[src/rtl/tdm_pkg.sv]
// Shared definitions for the 16-channel TDM mux/demux pair.
package tdm_pkg;
  localparam int N_CH  = 16;
  localparam int SEL_W = $clog2(N_CH);

  typedef enum logic {
    HUNT = 1'b0,
    RUN  = 1'b1
  } state_t;
endpackage

[src/rtl/tdm_slot_counter.sv]
// Slot index counter: clear-to-0, load-to-1 and wrapping increment.
module tdm_slot_counter #(
  parameter int N_CH  = tdm_pkg::N_CH,
  parameter int SEL_W = tdm_pkg::SEL_W
) (
  input  logic             clk,
  input  logic             rst,
  input  logic             inc,
  input  logic             load1,
  input  logic             clr,
  output logic [SEL_W-1:0] cnt
);
  localparam logic [SEL_W-1:0] LAST = SEL_W'(N_CH - 1);

  always_ff @(posedge clk or posedge rst) begin
    if (rst) begin
      cnt <= '0;
    end else if (clr) begin
      cnt <= '0;
    end else if (load1) begin
      cnt <= SEL_W'(1);
    end else if (inc) begin
      cnt <= (cnt == LAST) ? '0 : cnt + SEL_W'(1);
    end
  end
endmodule

[src/rtl/tdm_demux_16.sv]
// TDM receiver: locks on frame sync, assembles serial slots into a parallel word.
module tdm_demux_16
  import tdm_pkg::*;
#(
  parameter int N_CH  = tdm_pkg::N_CH,
  parameter int SEL_W = tdm_pkg::SEL_W
) (
  input  logic             clk,
  input  logic             rst,
  input  logic             en,
  input  logic             d,
  input  logic             fs,
  output logic [N_CH-1:0]  o,
  output logic             valid,
  output logic             frame_err,
  output logic             locked,
  output logic [SEL_W-1:0] sel
);
  localparam logic [SEL_W-1:0] LAST = SEL_W'(N_CH - 1);

  state_t          state;
  logic [N_CH-1:0] staging;
  logic            at_slot0;
  logic            start_hit;
  logic            early_sync;
  logic            miss_sync;
  logic            normal;

  assign at_slot0   = (sel == '0);
  assign start_hit  = en && (state == HUNT) && fs;
  assign early_sync = en && (state == RUN) && fs && !at_slot0;
  assign miss_sync  = en && (state == RUN) && !fs && at_slot0;
  assign normal     = en && (state == RUN) && !early_sync && !miss_sync;
  assign locked     = (state == RUN);

  tdm_slot_counter #(
    .N_CH  (N_CH),
    .SEL_W (SEL_W)
  ) u_cnt (
    .clk   (clk),
    .rst   (rst),
    .inc   (normal),
    .load1 (start_hit || early_sync),
    .clr   (miss_sync),
    .cnt   (sel)
  );

  always_ff @(posedge clk or posedge rst) begin
    if (rst) begin
      state     <= HUNT;
      staging   <= '0;
      o         <= '0;
      valid     <= 1'b0;
      frame_err <= 1'b0;
    end else begin
      valid     <= 1'b0;
      frame_err <= 1'b0;
      if (start_hit || early_sync) begin
        // A sync bit always restarts the frame at slot 0.
        staging[0] <= d;
        state      <= RUN;
        frame_err  <= early_sync;
      end else if (miss_sync) begin
        state     <= HUNT;
        frame_err <= 1'b1;
      end else if (normal) begin
        staging[sel] <= d;
        if (sel == LAST) begin
          o     <= {d, staging[N_CH-2:0]};
          valid <= 1'b1;
        end
      end
    end
  end
endmodule
[config.mk]
export PLATFORM = sky130hd
export DESIGN_NAME = tdm_demux_16
export DESIGN_NICKNAME = d
export VERILOG_FILES = /design/src/rtl/tdm_pkg.sv /design/src/rtl/tdm_slot_counter.sv /design/src/rtl/tdm_demux_16.sv
export SDC_FILE = /design/constraint.sdc
export NUM_CORES = 1
export LEC_CHECK = 0
export CAP_MARGIN = 10
export CORE_MARGIN = 5
export CORE_UTILIZATION = 55
export DETAILED_ROUTE_END_ITERATION = 8
export DONT_BUFFER_PORTS = 1
export PLACE_DENSITY = 0.81
export SLEW_MARGIN = 20
export SYNTH_ARGS = -nofsm -noshare
export SYNTH_HDL_FRONTEND = slang
export SYNTH_SLANG_ARGS = --single-unit
[constraint.sdc]
create_clock -name clk -period 2.35 [get_ports clk]
set_clock_uncertainty 0.05 [all_clocks]
set_input_delay 0.235 -clock clk [delete_from_list [all_inputs] [get_ports clk]]
set_output_delay 0.235 -clock clk [all_outputs]
set_load 0.1 [all_outputs]
## Yosys cells after proc, flatten, opt, wreduce, memory -nomap -nowiden

Cells that the tools add are included.

| operators by class | value |
|---|---|
| multiplexer cells | 18 |
| add/sub/neg operators | 1 |
| bitwise gates (word level) | 3 |
| magnitude comparators | 2 |
| equality and inequality tests | 2 |
| reduce and logical (&&, ||, !) cells | 22 |

Operator list:

| operator | number |
|---|---|
| bitwise mux 16 bit | 1 |
| 2-to-1 mux 4 bit | 4 |
| 2-to-1 mux 1 bit | 12 |
| logical AND 1 bit | 10 |
| less-than comparator 4 x 5 -> 1 bit, second input constant | 1 |
| adder 4 x 1 -> 4 bit, second input constant | 1 |
| demux 1 bit (select 4 bit) | 1 |
| == test 4 bit, second input constant | 1 |
| >= comparator 4 x 1 -> 1 bit, second input constant | 1 |
| logical NOT 1 bit | 4 |
| logical NOT 4 bit | 1 |
| AND reduction 4 bit | 1 |
| nonzero test 2 bit | 2 |
| inverter 1 bit | 3 |
| AND reduction 3 bit | 1 |
| nonzero test 3 bit | 1 |
| != test 2 x 1 -> 1 bit, second input constant | 1 |
| AND reduction 2 bit | 1 |
| logical OR 1 bit | 1 |

| word-level totals | value |
|---|---|
| flip-flop bits (word level) | 39 |
| logic and storage cells | 55 |
| output and inout bits | 23 |
| bits of input ports | 5 |

## Logic depth before layout (Yosys ltp)

| logic depth | value |
|---|---|
| depth after elaboration | 9 |
| depth in mapped cells | 6 |
| depth with buffers taken out | 6 |

## Modules after synthesis

From an unflattened synthesis, not the netlist that was laid out.

| unflattened totals | value |
|---|---|
| cells, all modules | 122 |
| area, all modules | 1,684.1 µm² |

By module, submodules not included:

| module | instances | cells an instance | seq. area each (µm²) | area each (µm²) |
|---|---|---|---|---|
| tdm_demux_16 | 1 | 101 | 850.8 | 1,475.2 |
| tdm_slot_counter | 1 | 21 | 100.1 | 209.0 |

## Worst setup path before layout

No wires, ideal clock.

| timing | value |
|---|---|
| kind | register to register |
| from | register u_cnt.cnt[0] |
| to | register staging[2] |
| cell stages (with the launch flop) | 7 |
| period minus slack after synthesis | 2.410 ns |
| buffers on the path | 0 |
| required time | 2.173 ns |
| path slack | -0.060 ns |
| arrival time | 2.232 ns |
| cell sequence | dfrtp_1 > inv_1 > ha_1 > xor2_1 > nor4_2 > nand2_1 > mux2_1 |

| on the way | value |
|---|---|
| longest elaborated chain between the ends | 7 |
| elaborated cells between the ends (all ways) | 18 |
| those cells by class | order compare (2); mux (3); bitwise (2); reduce/logical (11) |

RTL lines:

| what | RTL line | text |
|---|---|---|
| from (decl) | tdm_slot_counter.sv:11 | `output logic [SEL_W-1:0] cnt` |
| from (signal assigned) | tdm_slot_counter.sv:23 | `cnt <= (cnt == LAST) ? '0 : cnt + SEL_W'(1);` |
| parallel branches: the longest is 7 deep, another holds less-than comparator 4 x 5 -> 1 bit | - |  |
| to (signal assigned) | tdm_demux_16.sv:51 | `staging <= '0;` |
| to (signal, indexed assignment) | tdm_demux_16.sv:67 | `staging[sel] <= d;` |
| to (decl) | tdm_demux_16.sv:22 | `logic [N_CH-1:0] staging;` |

Several ways; the timed one is not identified.
A chain may end at the register's enable or synchronous reset.

## Worst setup path after layout

| timing | value |
|---|---|
| from | register u_cnt.cnt[1] |
| to | register staging[2] |

Same word-level chain as after synthesis.

==> flow_metrics.tcl <==
set metrics [dict create \
    status "complete, no violations" \
    num_io_pins 28 \
    vias_per_cell 5.51 \
    ir_drop_v 0.000850 \
    required_ns 2.54 \
    nets 158 \
    synth.top_cell.area_share_pct 53.6 \
    cp.arrival_ns 2.07 \
    post_cts_buffers 0 \
    cts_sinks 38 \
    final_util_pct 62.7 \
    rows 20 \
    yosys_most_used_dff "dfrtp_1" \
    crit_chain "inv_1, ha_1, xor2_1, nor4_2, nand2_1, mux2_1" \
    final-setup-viol-count 0 \
    worst_skew_pair.late_latency_ns 0.35 \
    wirelength_mm 3.03 \
    grt_pass1_wl_mm 5.05 \
    port_buffers 0 \
    ys_warn_count 0 \
    clk_pin_slew_ns 0.11 \
    dieArea_um2 4460 \
    cts.path.max_buffers 2 \
    finalCritPeriodShare_pct 79.8 \
    antenna_left 0 \
    vias 1069 \
    grt_max_degree 39 \
    rsz0062_at_grt "no" \
    die_w_um 66.8 \
    area_growth_pct 8.67 \
    fmax_mhz 533 \
    cp-end-kind "register" \
    drc_errors 0 \
    drt_iter0_drc 42 \
    synth_nets 149 \
    initial_core_util_pct 57.7 \
    synth.cell_area_um2 1780 \
    ctsHoldBuffers 3 \
    drive_above_1_share_pct 34.0 \
    synth_edf_count 0 \
    path_class "register to register" \
    gp_congestion 0.901 \
    syn_avg_cell_area_um2 12.7 \
    die_h_um 66.8 \
    root_buffer "clkbuf_4" \
    synth_seq_area_share_pct 53.6 \
    cp-start-kind "register" \
    synthCells 140 \
    synth_cell_type_count 32 \
    reg2reg_depth 6 \
    critPathSlowestCell "dfrtp_1" \
    worst_pin_slew_ns 0.905 \
    powerDensity_nw_per_um2 1020 \
    cp_slowest_stage_delay_ns 0.46 \
    grt_pass1_vias 1105 \
    antenna_found_initial 0 \
    grt_usage_pct 15.4 \
    slew_violations 0 \
    period_needed_ns 1.88 \
    synthArstFlopShare_pct 100 \
    hold_path_depth 2 \
    ys_seq_elements 38 \
    drtPass1Iterations 4 \
    cp_max_fo 6 \
    synth_common_cells "dfrtp_1 (38), mux2_2 (21), nand2_1 (16)" \
    synthTopCellsByArea "dfrtp_1 (54%), mux2_2 (13%), mux2_4 (7.6%), nand2_1 (3.4%), ha_1 (2.8%)" \
    grt-ovfl-total 0 \
    yosysMostFrequentCell "dfrtp_1" \
    hold_violations 0 \
    maxCapViolations 0 \
    leakage_nw 0.966 \
    min_path_type "primary input to register" \
    cts_resized 0 \
    antennaDiodeCount 0 \
    fin_tns_setup_ns 0 \
    maxSlewHeadroom_pct 39.7 \
    cts_buffers 5 \
    cts_htree_levels 2 \
    dpl.hpwl_mm 2.12 \
    wl_per_cell_um 15.6 \
    cts_tree "yes" \
    core_area_um2 3080 \
    n_fill_cell 245 \
    netlist.top_cell.by_area "dfrtp_1" \
]
-- layout by cell type, fill, tap and decap left out, types with 2 or more instances in the layout --
cell,synthesis,routed
mux2_4,9,9
ha_1,4,4
nand2_4,2,2
clkbuf_4,0,5
buf_4,0,6
mux2_2,21,21
nand4_1,2,2
a21oi_1,5,5
inv_1,5,5
dlygate4sd3_1,0,3
nand2_1,16,16
o21ai_0,3,3
clkinv_2,0,2
dfrtp_1,38,37
nor2_1,12,12
-- registers in the layout, summed over array words and instances (netlist names) --
| name | flops |
|---|---|
| frame_err | 1 |
| valid | 1 |
| u_cnt.cnt | 4 |
| o | 16 |
| staging | 15 |
| locked | 1 |
-- path summary, 6_finish.rpt --
check / startpoint / to / slack (ns)
min: en / u_cnt.cnt[2] / 0.02
min in group asynchronous: rst / staging[1] / 0.37
max in group asynchronous: rst / u_cnt.cnt[0] / 1.54
max reg2reg: u_cnt.cnt[1] / staging[2] / 0.47
max: u_cnt.cnt[1] / staging[2] / 0.47
min reg2reg: staging[2] / staging[2] / 0.46
-- worst max-delay path, delay by kind of cell, from the launching register on --
kind	cells	cell delay, ns
xor gates and xnor gates	1	0.19
adders and majority gates	1	0.26
buffers and inverters	1	0.11
DFF	1	0.46
muxes	1	0.32
and+or+nand+nor	2	0.38
-- where the power goes --
part	switching (mW)	internal, mW
Clock	0.210	0.220
Combinational	0.476	0.193
Sequential	0.128	0.737
-- routing by layer --
metal  global-route usage, %  vias to the layer above  share of wire (%)
met4                    7.61                        0                2.2
met3                    6.24                        8                7.4
li1                        -                      497                  -
met2                    24.6                       31                 49
met1                    17.8                      533                 41
met5                       0                        -                  0
-- area by class of cell --
class | instances | area (um2) | share of cell area (%)
Timing Repair Buffer | 9 | 75.1 | 3.89
Tap cell | 44 | 55.1 | 2.85
Inverter | 5 | 18.8 | 0.973
Multi-Input combinational cell | 90 | 751 | 38.9
Clock inverter | 3 | 40.0 | 2.08
Clock buffer | 5 | 37.5 | 1.95
Sequential cell | 38 | 952 | 49.4
-- cell families after synthesis --
group           share of synthesized area (%)
compound gates                           4.02
flops                                    53.6
xor+xnor                                0.987
buf+inv                                  4.16
simple gates                             12.9
fa+ha+maj                                2.82
mux                                      21.6
-- through the flow --
stage               std cells  power [mW]  setup WS (ns)  area, um2  hold slack [ns]
CTS                       194        1.98          0.469       1930          0.00152
detailed placement        183        1.54          0.496       1820            0.214
floorplan                 140        1.41        0.00553       1780            0.337
global route              194        2.07          0.338       1930          0.00621
global placement          183        1.51          0.556       1820            0.198
finish                    194        1.96          0.475       1930           0.0153
(Power assumes the default switching activity.)
